**config.mk**
```make
export PLATFORM = sky130hd
export DESIGN_NAME = ifetch
export DESIGN_NICKNAME = d
export VERILOG_FILES = /design/src/rtl/ifetch.sv
export SDC_FILE = /design/constraint.sdc
export NUM_CORES = 1
export LEC_CHECK = 0
export BUFFER_PORTS_ARGS = -buffer_cell sky130_fd_sc_hd__buf_4
export CAP_MARGIN = 20
export CORE_MARGIN = 2
export CORE_UTILIZATION = 51
export DETAILED_ROUTE_END_ITERATION = 10
export PLACE_DENSITY_LB_ADDON = 0.3
export SLEW_MARGIN = 15
export SYNTH_ARGS = -nofsm -noshare
export SYNTH_HDL_FRONTEND = slang
export SYNTH_SLANG_ARGS = --single-unit
```
**constraint.sdc**
```tcl
create_clock -name clk -period 3.36 [get_ports clk]
set_clock_uncertainty 0.2 [all_clocks]
set_input_delay 1.008 -clock clk [delete_from_list [all_inputs] [get_ports clk]]
set_output_delay 1.008 -clock clk [all_outputs]
set_load 0.05 [all_outputs]
```
**src/rtl/ifetch.sv**
```systemverilog
// ifetch: instruction fetch sequencer.
//   Fetches one instruction word from instruction memory, presents it to the
//   controller, then advances the pc. The pc goes to the redirect target on a
//   jump or a taken branch-if-zero, and to pc+1 otherwise.
//
// Ports
//   clk, rst       clock; synchronous active-high reset
//   en             run enable, checked on leaving IDLE and on leaving ISSUE
//   imem_req/addr  memory read request and address (the address is the pc)
//   imem_ack/rdata memory read-data strobe and data, accepted only in FETCH
//   stall          downstream hold; freezes the block while in ISSUE
//   jump, branch, acc_zero, target
//                  redirect decode from the controller, used in ISSUE
//   instr_valid    op/operand hold a fetched instruction
//   op, operand    opcode and immediate/address field of that instruction
//   pc             address of the presented or in-flight instruction
//   instr_count    number of retired instructions, wrapping at 16 bits
//
// state | meaning
// IDLE  | not running; waiting for en
// FETCH | read request outstanding; waiting for imem_ack
// ISSUE | instruction presented; retires when stall is low
module ifetch #(
  parameter int PC_W    = 12,
  parameter int INSTR_W = 16
) (
  input  logic               clk,
  input  logic               rst,
  input  logic               en,
  output logic               imem_req,
  output logic [PC_W-1:0]    imem_addr,
  input  logic               imem_ack,
  input  logic [INSTR_W-1:0] imem_rdata,
  input  logic               stall,
  input  logic               jump,
  input  logic               branch,
  input  logic               acc_zero,
  input  logic [PC_W-1:0]    target,
  output logic               instr_valid,
  output logic [3:0]         op,
  output logic [PC_W-1:0]    operand,
  output logic [PC_W-1:0]    pc,
  output logic [15:0]        instr_count
);

  typedef enum logic [1:0] {IDLE, FETCH, ISSUE} state_t;

  state_t             state, state_nxt;
  logic [PC_W-1:0]    pc_nxt;
  logic [INSTR_W-1:0] ir, ir_nxt;
  logic [15:0]        count_nxt;

  // Reset wins over everything, so an ack that arrives with rst is dropped,
  // and a late ack after reset lands in IDLE, where it is ignored.
  always_ff @(posedge clk) begin
    if (rst) begin
      state       <= IDLE;
      pc          <= '0;
      ir          <= '0;
      instr_count <= '0;
    end else begin
      state       <= state_nxt;
      pc          <= pc_nxt;
      ir          <= ir_nxt;
      instr_count <= count_nxt;
    end
  end

  always_comb begin
    state_nxt   = state;
    pc_nxt      = pc;
    ir_nxt      = ir;
    count_nxt   = instr_count;
    imem_req    = 1'b0;
    instr_valid = 1'b0;
    case (state)
      IDLE: begin
        if (en) state_nxt = FETCH;
      end
      FETCH: begin
        // en is not checked here, so a request that has been issued always completes.
        imem_req = 1'b1;
        if (imem_ack) begin
          ir_nxt    = imem_rdata;
          state_nxt = ISSUE;
        end
      end
      ISSUE: begin
        instr_valid = 1'b1;
        if (!stall) begin
          // Jump and taken branch both redirect, so jump wins when both are set.
          if (jump || (branch && acc_zero)) pc_nxt = target;
          else                              pc_nxt = pc + PC_W'(1);
          count_nxt = instr_count + 16'd1;
          state_nxt = en ? FETCH : IDLE;
        end
      end
      default: state_nxt = IDLE;
    endcase
  end

  assign imem_addr = pc;
  assign op        = ir[INSTR_W-1 -: 4];
  assign operand   = ir[PC_W-1:0];

endmodule

```
# Yosys cells after proc, flatten, opt, wreduce, memory -nomap -nowiden
# Cells that the tools add are included.
# Widths: inputs -> output; s select.
word_totals:
  register_bits: 46
  inputBits: 36
  elab_cells: 26
classes:
  add_sub_neg: 2
  n_eq_ne: 5
  n_mux: 8
  bitwise: 1
  reduce_logical: 6
op_table:
  columns: ["cell", "n"]
  rows:
  - ["$add 16x1->16 const B", 1]
  - ["$add 12x1->12 const B", 1]
  - ["$mux 12", 1]
  - ["$mux 2", 3]
  - ["$ne 2x2->1 const B", 3]
  - ["$pmux 2 s3", 1]
  - ["$reduce_and 2->1", 2]
  - ["$mux 1", 3]
  - ["$reduce_and 3->1", 1]
  - ["$eq 2x1->1 const B", 1]
  - ["$eq 2x2->1 const B", 1]
  - ["$logic_not 2->1", 1]
  - ["$logic_and 1x1->1", 1]
  - ["$logic_or 1x1->1", 1]
  - ["$not 1->1", 1]

# Longest topological paths before layout
# Gate-level depths: netlist of the first run.
depth:
  depth_word: 3
  ltp_mapped: 6

# Worst setup path before layout of the first run
# Ideal clock, no wire load.
synth_timing:
  kind: "input -> register"
  start: "input port stall"
  end: "register instr_count[15]"
  setup_ns: 0.070
  arrival_ns: 2.123
  t_required_ns: 3.090
  path_slack_ns: 0.966
  stages: 5
  path_buffers: 1
  path_cell_list: "and4bb_1 -> buf_4 -> nand3_4 -> or4_1 -> a21oi_1"
synth_via:
  elab_chain_len: 2
synth_rtl:
  columns: ["element", "line", "text"]
  rows:
  - ["from (decl)", "34", "input logic stall,"]
  - ["$not 1->1 (no source line)", null, null]
  - ["$reduce_and 2->1 (no source line)", null, null]
  - ["to (signal assigned)", "65", "instr_count <= count_nxt;"]
  - ["to (decl)", "43", "output logic [15:0] instr_count"]
# Every way passes these cells.
# A chain may end at the register's enable or synchronous reset.

# Worst setup path after layout of the first run
layout_timing:
  start: "input port stall"
  end: "register pc[10], in the netlist imem_addr[10]"
layout_via:
  elab_chain_len: 2
layout_rtl:
  columns: ["element", "line", "text"]
  rows:
  - ["$not 1->1 (no source line)", null, null]
  - ["$reduce_and 2->1 (no source line)", null, null]
  - ["to (signal assigned)", "63", "pc <= pc_nxt;"]
  - ["to (decl)", "42", "output logic [PC_W-1:0] pc,"]
# Every way passes these cells.

==> results of run 1 <==
-- flip-flops by register name (all words and copies together) (netlist names) --
register	flops
ir	16
state	2
instr_count	16
imem_addr	12
-- cells in the final DEF (no fill, tap or decap), types with 4 or more instances in the layout --
cell type	count
a22oi_1	4
nor2_1	18
a21oi_1	34
and3_1	4
nand3_1	6
nand2_1	46
or3_1	4
nand4_1	10
xor2_1	9
dfxtp_1	46
and2_1	4
clkbuf_8	6
buf_4	94
nor3_1	5
o31ai_1	4
o21ai_0	7
or4_1	4
-- cells by family after synthesis --
family,after synthesis
buffers and inverters,27
adders and majority gates,2
AOI/OAI and AO/OA,65
and+or+nand+nor,117
DFF,46
xor gates and xnor gates,10
-- cell usage after synthesis, types with 2 or more instances --
| cell | count | area share |
|---|---|---|
| dfxtp_1 | 46 | 0.42 |
| nand2_1 | 46 | 0.079 |
| a21oi_1 | 34 | 0.077 |
| nor2_1 | 18 | 0.031 |
| buf_4 | 13 | 0.044 |
| nand4_1 | 10 | 0.028 |
| clkbuf_1 | 9 | 0.015 |
| xor2_1 | 9 | 0.036 |
| o21ai_0 | 7 | 0.016 |
| nand3_1 | 6 | 0.014 |
| nor3_1 | 5 | 0.011 |
| a22oi_1 | 4 | 0.014 |
| and2_1 | 4 | 0.011 |
| and3_1 | 4 | 0.011 |
| o31ai_1 | 4 | 0.014 |
| or3_1 | 4 | 0.011 |
| or4_1 | 4 | 0.014 |
| buf_2 | 3 | 0.0068 |
| a211oi_1 | 2 | 0.0068 |
| a21o_1 | 2 | 0.0068 |
| a311oi_1 | 2 | 0.0080 |
| a31oi_1 | 2 | 0.0057 |
| and4_1 | 2 | 0.0080 |
| ha_1 | 2 | 0.011 |
| nand2b_1 | 2 | 0.0057 |
| nand3_2 | 2 | 0.0091 |
| nor2b_1 | 2 | 0.0057 |
-- worst max-delay path, cell delays in order --
cell and delay [ns]:
buf_4 0.13, or3b_1 0.61, nor2_1 0.42, a311oi_1 0.10, a211oi_1 0.24
-- metal layers --
metal / share of wire / GRT usage / vias to the layer above
met5: 0 / 0 / -
met4: 0.012 / 0.0705 / 0
met3: 0.092 / 0.0872 / 6
met2: 0.47 / 0.380 / 93
met1: 0.42 / 0.259 / 999
li1: - / - / 1085
-- power by group --
group | switching, uW | leakage [uW] | total (uW) | internal (uW)
clock | 190 | 0.0000472 | 355 | 165
combinational | 91.4 | 0.000773 | 149 | 57.1
sequential | 10.3 | 0.000372 | 566 | 556
total | 291 | 0.00119 | 1070 | 778
-- path summary, 6_finish.rpt --
path / start / end / slack, ns / cells after the start
worst max-delay path: stall / imem_addr[10] / 0.87 / 5
worst min-delay path: ir[4] / ir[4] / 0.26 / 2
worst max register to register: state[1] / imem_addr[10] / 1.30 / 4
worst min register to register: ir[4] / ir[4] / 0.26 / 2
-- through the flow --
step / utilization / instances / power (uW) / setup slack, ns / hold WS [ns]
6_report: 0.710 / 392 / 1070 / 0.870 / 0.258
5_1_grt: 0.710 / 392 / 1110 / 0.730 / 0.273
4_1_cts: 0.710 / 392 / 1070 / 0.886 / 0.258
3_5_place_dp: 0.686 / 384 / 727 / 0.574 / 0.247
3_3_place_gp: 0.686 / 384 / 725 / 0.601 / 0.242
2_1_floorplan: - / 267 / 668 / 0.966 / 0.357
-- area by class of cell --
type                       count  area, sq um  share of cell area
sequential                    46          921               0.318
clock inverter                 2         12.5             0.00431
clock buffer                   6         82.6              0.0285
tap                           50         62.6              0.0216
timing repair buffer          94          706               0.243
multi-input combinational    194         1120               0.385
==> flow_metrics.env, run 1 <==
export IMPL_status="finished clean"
export IMPL_fillCellCount=339
export IMPL_cts_repair_resized=0
export IMPL_place_area_sq_um=2810
export IMPL_clock_path_buffers=2
export IMPL_drc_errors=0
export IMPL_synth_area_mux_share=0
export IMPL_power_density_nw_per_um2=369
export IMPL_chipHeight_um=69.7
export IMPL_yosys_most_used_dff="dfxtp_1"
export IMPL_synth_compound_area_share=0.180
export IMPL_cts_made_buffers=5
export IMPL_wl_per_cell_um=13.6
export IMPL_synthSimpleGateAreaFrac=0.277
export IMPL_min_path_type="reg -> reg"
export IMPL_postCtsSetupRepairBufs=0
export IMPL_design_area_sq_um=2900
export IMPL_crit_type="in -> reg"
export IMPL_syn_area_per_cell_sq_um=8.23
export IMPL_core_sq_um=4090
export IMPL_worst_slew_pin_slew_ns=0.699
export IMPL_routed_wl_um=5330
export IMPL_cts_sinks=46
export IMPL_diodes=0
export IMPL_ctsHoldBuffers=0
export IMPL_yosysUniqueCellTypes=46
export IMPL_synthAdderAreaFrac=0.0114
export IMPL_grt_util_all_layers=0.224
export IMPL_core_rowCount=23
export IMPL_path_clk_slew_ns=0.09
export IMPL_endpoint_kind="flop"
export IMPL_cap_violations=0
export IMPL_ys_async_sr_fraction=0
export IMPL_synth_cells=267
export IMPL_drive_gt1_frac=0.310
export IMPL_synth_edff_count=0
export IMPL_syn2layout_area_growth_pct=31.9
export IMPL_required_ns=3.38
export IMPL_grt_pass1_vias=2035
export IMPL_die_w_um=69.7
export IMPL_drt_initial_drc_count=195
export IMPL_synth_nets=305
export IMPL_hold_violations=0
export IMPL_cts_tree="done"
export IMPL_relSlewSlack=0.532
export IMPL_ys_ff_latch=46
export IMPL_crit_path_start_kind="input pin"
export IMPL_antenna_left=0
export IMPL_synth_top_family_by_area="simple AND/OR/NAND/NOR gates"
export IMPL_nNetsFinal=379
export IMPL_synth_xor_area_frac=0.0398
export IMPL_viasPerCell=5.57
export IMPL_ios=94
export IMPL_grt_pass1_wl_um=8930
export IMPL_setup_viol=0
export IMPL_fmax_mhz=402
export IMPL_cts_root_buf="clkbuf_8"
export IMPL_critPathMaxFanout=19
export IMPL_start_util=0.538
export IMPL_dpl_hpwl_um=3760
export IMPL_route_vias_total=2183
export IMPL_numPortBuffers=93
export IMPL_yosysSeqAreaShare=0.419
export IMPL_tns_ns=0
export IMPL_period_minus_slack_ns=2.49
export IMPL_clk_latency_ns=0.30
export IMPL_htreeDepth=2
export IMPL_ys_warnings_count=0
export IMPL_gp_congestion=0.812
export IMPL_power_leakage_uw=0.00119
export IMPL_finalCritPeriodShare=0.741
export IMPL_crit_arrival_ns=2.52
export IMPL_synth_area_sq_um=2200
export IMPL_grt_max_degree=48
export IMPL_dieArea_sq_um=4850
export IMPL_dr_pass1_iters=4
export IMPL_vdd_drop_max_v=0.000253
export IMPL_grt_overflow_total=0
export IMPL_slew_viol_final=0
export IMPL_rsz0062_at_grt="no"
export IMPL_antenna_found_initial=0
Power figures use the tool's default switching activity.
==> inputs of run 2 (changes only) <==
--- a/config.mk
+++ b/config.mk
@@ -8,7 +8,7 @@
 export BUFFER_PORTS_ARGS = -buffer_cell sky130_fd_sc_hd__buf_4
 export CAP_MARGIN = 20
 export CORE_MARGIN = 2
-export CORE_UTILIZATION = 51
+export CORE_UTILIZATION = 43
 export DETAILED_ROUTE_END_ITERATION = 10
 export PLACE_DENSITY_LB_ADDON = 0.3
 export SLEW_MARGIN = 15
==> constraint.sdc (replaced) <==
create_clock -name clk -period 2 [get_ports clk]
set_clock_uncertainty 0.2 [all_clocks]
set_input_delay 0.6 -clock clk [delete_from_list [all_inputs] [get_ports clk]]
set_output_delay 0.6 -clock clk [all_outputs]
set_load 0.05 [all_outputs]
==> run 2 against run 1 <==
Net effect:
- clock power rose by 64%
- sequential power rose by 68%
- sequential share of layout area decreased by 1.0 points
- first-iteration DRC count shrank 11%
- register-to-register slack got worse by 1.2 ns
- count of clock-buffer cells in the layout grew 1
- final area up 5.9%
- worst hold slack worse by 0.00065 ns
- critical path depth shrank 3
- combinational power rose by 78%
- via count rose by 5.1%
- critical path type is now reg -> out
- largest cell class unchanged
==> flow_metrics.env, run 2 (same netlist as run 1, synthesis figures left out) <==
export IMPL_fillCellCount=481
export IMPL_area_sequential_sq_um=943
export IMPL_clock_path_buffers=2
export IMPL_layout_commonest_cell="buf_4"
export IMPL_hold_path_end="ir[2]"
export IMPL_period_minus_slack_ns=1.91
export IMPL_rsz0062_at_grt="no"
export IMPL_grt_max_degree=32
export IMPL_grt_util_all_layers=0.204
export IMPL_relSlewSlack=0.788
export IMPL_crit_arrival_ns=1.11
export IMPL_wl_per_cell_um=13.2
export IMPL_layout_common_cells="buf_4 (111), nand2_1 (46), a21oi_1 (34), dfxtp_1 (28)"
export IMPL_required_ns=1.20
export IMPL_core_sq_um=5010
export IMPL_path_buf_inv=1
export IMPL_drive_gt1_frac=0.390
export IMPL_cts_made_buffers=5
export IMPL_slowest_delay_ns=0.42
export IMPL_cts_repair_resized=0
export IMPL_drt_initial_drc_count=173
export IMPL_min_path_type="reg -> reg"
export IMPL_start_util=0.439
export IMPL_gp_congestion=0.869
export IMPL_critPathMaxFanout=6
export IMPL_ios=94
export IMPL_route_vias_total=2295
export IMPL_dieArea_sq_um=5700
export IMPL_cts_root_buf="clkbuf_8"
export IMPL_cts_tree="done"
export IMPL_critPathLaunch="state[0]"
export IMPL_numPortBuffers=93
export IMPL_critPathTopFamily="flip-flops"
export IMPL_grt_overflow_total=0
export IMPL_crit_type="reg -> out"
export IMPL_worst_slew_pin_slew_ns=0.314
export IMPL_cap_violations=0
export IMPL_clk_latency_ns=0.29
export IMPL_postCtsSetupRepairBufs=0
export IMPL_power_density_nw_per_um2=586
export IMPL_dr_pass1_iters=4
export IMPL_finalCritPeriodShare=0.957
export IMPL_hold_path_startpoint="ir[2]"
export IMPL_rrSetupSlack_ns=0.13
export IMPL_die_w_um=75.5
export IMPL_endpoint_kind="output pin"
export IMPL_ctsHoldBuffers=0
export IMPL_critical_path_slowest_cell="dfxtp_1"
export IMPL_power_leakage_uw=0.00129
export IMPL_chipHeight_um=75.5
export IMPL_htreeDepth=2
export IMPL_path_clk_slew_ns=0.08
export IMPL_drc_errors=0
export IMPL_crit_path_start_kind="flop"
export IMPL_fmax_mhz=522
export IMPL_fin_ws_ns=0.0850
export IMPL_r2r_start="imem_addr[5]"
export IMPL_pre_cts_slack_ns=-0.0800
export IMPL_syn2layout_area_growth_pct=39.7
export IMPL_crit_chain="and2b_1 > buf_4"
export IMPL_place_area_sq_um=2980
export IMPL_hold_violations=0
export IMPL_multiInputGateArea_sq_um=1120
export IMPL_r2r_end="imem_addr[11]"
export IMPL_ff2ff_path_depth=4
export IMPL_setup_viol=0
export IMPL_slew_viol_final=0
export IMPL_cts_sinks=46
export IMPL_path_depth=2
export IMPL_nNetsFinal=396
export IMPL_core_rowCount=26
export IMPL_antenna_left=0
export IMPL_routed_wl_um=5660
export IMPL_design_area_sq_um=3070
export IMPL_hold_depth=2
export IMPL_status="finished clean"
export IMPL_vdd_drop_max_v=0.000535
export IMPL_viasPerCell=5.35
export IMPL_grt_pass1_wl_um=9090
export IMPL_diodes=0
export IMPL_dpl_hpwl_um=4150
export IMPL_grt_pass1_vias=2109
export IMPL_antenna_found_initial=0
==> run 2: cell types whose count changed in the layout (fill, tap and decap cells not counted) <==
| cell | before | now |
|---|---|---|
| dfxtp_2 | 0 | 18 |
| clkbuf_1 | 0 | 1 |
| dfxtp_1 | 46 | 28 |
| buf_4 | 94 | 111 |
| clkinvlp_4 | 1 | 0 |
==> run 2: where the power goes <==
group	switching (uW)	total [uW]	internal, uW
clock	304	583	279
sequential	16.4	950	934
combinational	157	265	108
total	478	1800	1320
==> run 2: layer usage <==
layer	GRT usage	up-vias	wire length, um
met5	0	-	0
met2	0.332	98	2610
met1	0.251	1063	2380
met4	0.0780	0	101
met3	0.0675	11	570
li1	-	1123	-
==> run 2: cell type report <==
cell class / instances / share of cell area
multi-input combinational: 194 / 0.363
clock inverter: 1 / 0.00163
timing repair buffer: 111 / 0.271
tap: 70 / 0.0285
clock buffer: 7 / 0.0281
sequential: 46 / 0.307
==> run 2: how the worst max path moves through the flow <==
stage	end	slack [ns]
after floorplan	instr_count[15]	0.005
after global placement	imem_addr[5]	-0.05
after detailed placement	imem_addr[5]	-0.08
after CTS	imem_req	0.07
after global routing	instr_valid	0.02
final	imem_req	0.09
==> run 2: per-stage QoR <==
step                      std cells  hold WS [ns]  setup TNS [ns]  utilization  total power, uW
after floorplan                 267         0.357               0            -             1120
after global placement          421         0.242          -0.208        0.595             1230
after detailed placement        421         0.248          -0.422        0.595             1240
after CTS                       429         0.260               0        0.613             1820
after global routing            429         0.281               0        0.613             1870
final                           429         0.257               0        0.613             1800
==> run 2: worst min-delay path, cell delays in order, from the launching register on <==
cell and delay, ns:
dfxtp_1 0.31, nand2_1 0.05, a21oi_1 0.05
==> inputs of run 3 (changes only) <==
--- a/config.mk
+++ b/config.mk
@@ -8,7 +8,8 @@
 export BUFFER_PORTS_ARGS = -buffer_cell sky130_fd_sc_hd__buf_4
 export CAP_MARGIN = 20
 export CORE_MARGIN = 2
-export CORE_UTILIZATION = 43
+export CORE_UTILIZATION = 44
+export CTS_BUF_LIST = sky130_fd_sc_hd__clkbuf_4
 export DETAILED_ROUTE_END_ITERATION = 10
 export PLACE_DENSITY_LB_ADDON = 0.3
 export SLEW_MARGIN = 15
==> run 3 against run 2 <==
Net effect:
- clock power hardly changed
- final area is 1.4% higher
- first-iteration DRC count is 36% lower
- register-to-register slack hardly changed
- sequential cell count stayed put
- global-route usage is 0.16 points higher
- worst hold slack better by 0.0066 ns
- final cell count stayed put
- combinational power is 3% higher
- sequential share of layout area is 0.19 points lower
- count of clock-buffer cells in the layout is 2 lower
- critical path depth stayed put
==> flow_metrics.env, run 3 (same netlist as run 1, synthesis figures left out) <==
export IMPL_critical_path_slowest_cell="dfxtp_4"
export IMPL_clock_path_buffers=2
export IMPL_antenna_left=0
export IMPL_required_ns=1.20
export IMPL_path_buf_inv=1
export IMPL_rsz0062_at_grt="yes"
export IMPL_combPwrFrac=0.151
export IMPL_pwr_share_seq=0.525
export IMPL_dpl_hpwl_um=4110
export IMPL_path_clk_slew_ns=0.13
export IMPL_drt_initial_drc_count=110
export IMPL_setup_viol=0
export IMPL_core_rowCount=25
export IMPL_crit_chain="and2b_2 > buf_8"
export IMPL_clk_latency_ns=0.37
export IMPL_cts_root_buf="clkbuf_4"
export IMPL_pwr_share_clk=0.324
export IMPL_endpoint_kind="output pin"
export IMPL_cts_made_buffers=5
export IMPL_layout_commonest_cell="buf_4"
export IMPL_cts_sinks=46
export IMPL_critPathTopFamily="flip-flops"
export IMPL_numPortBuffers=93
export IMPL_crit_path_start_kind="flop"
export IMPL_crit_type="reg -> out"
export IMPL_die_w_um=74.7
export IMPL_nNetsFinal=399
export IMPL_grt_pass1_vias=2035
export IMPL_r2r_start="imem_addr[5]"
export IMPL_ctsHoldBuffers=0
export IMPL_rrSetupSlack_ns=0.12
export IMPL_slowest_delay_ns=0.39
export IMPL_vdd_drop_max_v=0.000410
export IMPL_hold_depth=2
export IMPL_antenna_found_initial=0
export IMPL_power_uw=1810
export IMPL_ios=94
export IMPL_fmax_mhz=513
export IMPL_cts_tree="done"
export IMPL_hold_path_startpoint="ir[4]"
export IMPL_relSlewSlack=0.779
export IMPL_layout_common_cells="buf_4 (111), nand2_1 (46), a21oi_1 (34), dfxtp_1 (26)"
export IMPL_grt_max_degree=30
export IMPL_grt_overflow_total=0
export IMPL_finalNonFillerCells=429
export IMPL_critPathMaxFanout=6
export IMPL_start_util=0.459
export IMPL_worst_slew_pin_slew_ns=0.332
export IMPL_route_vias_total=2289
export IMPL_r2r_end="imem_addr[11]"
export IMPL_core_sq_um=4790
export IMPL_wl_per_cell_um=13.3
export IMPL_swShare=0.273
export IMPL_finalCritPeriodShare=0.975
export IMPL_ff2ff_path_depth=4
export IMPL_power_switching_uw=495
export IMPL_drc_errors=0
export IMPL_grt_util_all_layers=0.206
export IMPL_hold_violations=0
export IMPL_gp_congestion=0.842
export IMPL_htreeDepth=2
export IMPL_routed_wl_um=5700
export IMPL_min_path_type="reg -> reg"
export IMPL_slew_viol_final=0
export IMPL_period_minus_slack_ns=1.95
export IMPL_status="finished clean"
export IMPL_dr_pass1_iters=4
export IMPL_syn2layout_area_growth_pct=41.7
export IMPL_dieArea_sq_um=5580
export IMPL_p_int_uw=1310
export IMPL_power_density_nw_per_um2=581
export IMPL_drive_gt1_frac=0.409
export IMPL_power_leakage_uw=0.00130
export IMPL_viasPerCell=5.34
export IMPL_crit_arrival_ns=1.15
export IMPL_dpl_cell_count=421
export IMPL_chipHeight_um=74.7
export IMPL_diodes=0
export IMPL_cap_violations=0
export IMPL_grt_pass1_wl_um=8940
export IMPL_hold_path_end="ir[4]"
## run 3: cell types whose count changed in the layout (fill, tap and decap cells not counted), sizes merged
cell	before	now
buf	111	114
bufinv	0	1
clkbuf	7	5
inv	0	1
## run 3: power by group through the flow
stage               sequential [uW]  combinational (uW)  clock (uW)
floorplan                      1020                97.8           0
global placement                971                 268           0
detailed placement              972                 269           0
CTS                             953                 270         602
global route                    954                 293         636
finish                          950                 273         585
## run 3: final cells by class
type,instances,area (sq um)
fillers,449,1670
multi-input cells,194,1120
flip-flops and latches,46,951
repair buffers,114,880
well taps,67,83.8
clock inverters,3,43.8
clock buffers,5,37.5
## run 3: worst reg2reg max path, cell delays in order, from the launching register on
cell and delay (ns):
dfxtp_2 0.45, nand4_1 0.18, or3_1 0.37, or4_1 0.42, a31oi_1 0.19
## run 3: timing repair
item | CTS | global route
resized for setup | 2 | 7
buffers inserted | 0 | 0
endpoints found under the setup margin | 2 | 3
## run 3: through the flow
step,setup TNS [ns],cell area [sq um],hold WS (ns),setup WS [ns],util
floorplan,0,2220,0.357,0.00498,-
CTS,0,3100,0.251,0.00971,0.647
finish,0,3120,0.263,0.0501,0.651
global placement,-0.307,3010,0.242,-0.112,0.629
global route,-0.0201,3120,0.244,-0.0201,0.651
detailed placement,-0.704,3010,0.248,-0.158,0.629
## run 3: how the worst max path moves through the flow
stage | from | endpoint | slack (ns) | cells after the start
2_1_floorplan | instr_count[8] | instr_count[15] | 0.005 | 4
3_3_place_gp | stall | imem_addr[5] | -0.11 | 5
3_5_place_dp | stall | imem_addr[11] | -0.16 | 4
4_1_cts | state[1] | imem_req | 0.01 | 2
5_1_grt | state[1] | imem_req | -0.02 | 2
6_report | state[1] | imem_req | 0.05 | 2
## run 3: layer usage
metal	GRT usage	up-vias	routed length (um)
met5	0	-	0
met4	0.0734	0	85
met3	0.0602	8	476
met2	0.331	92	2650
met1	0.264	1062	2490
li1	-	1127	-
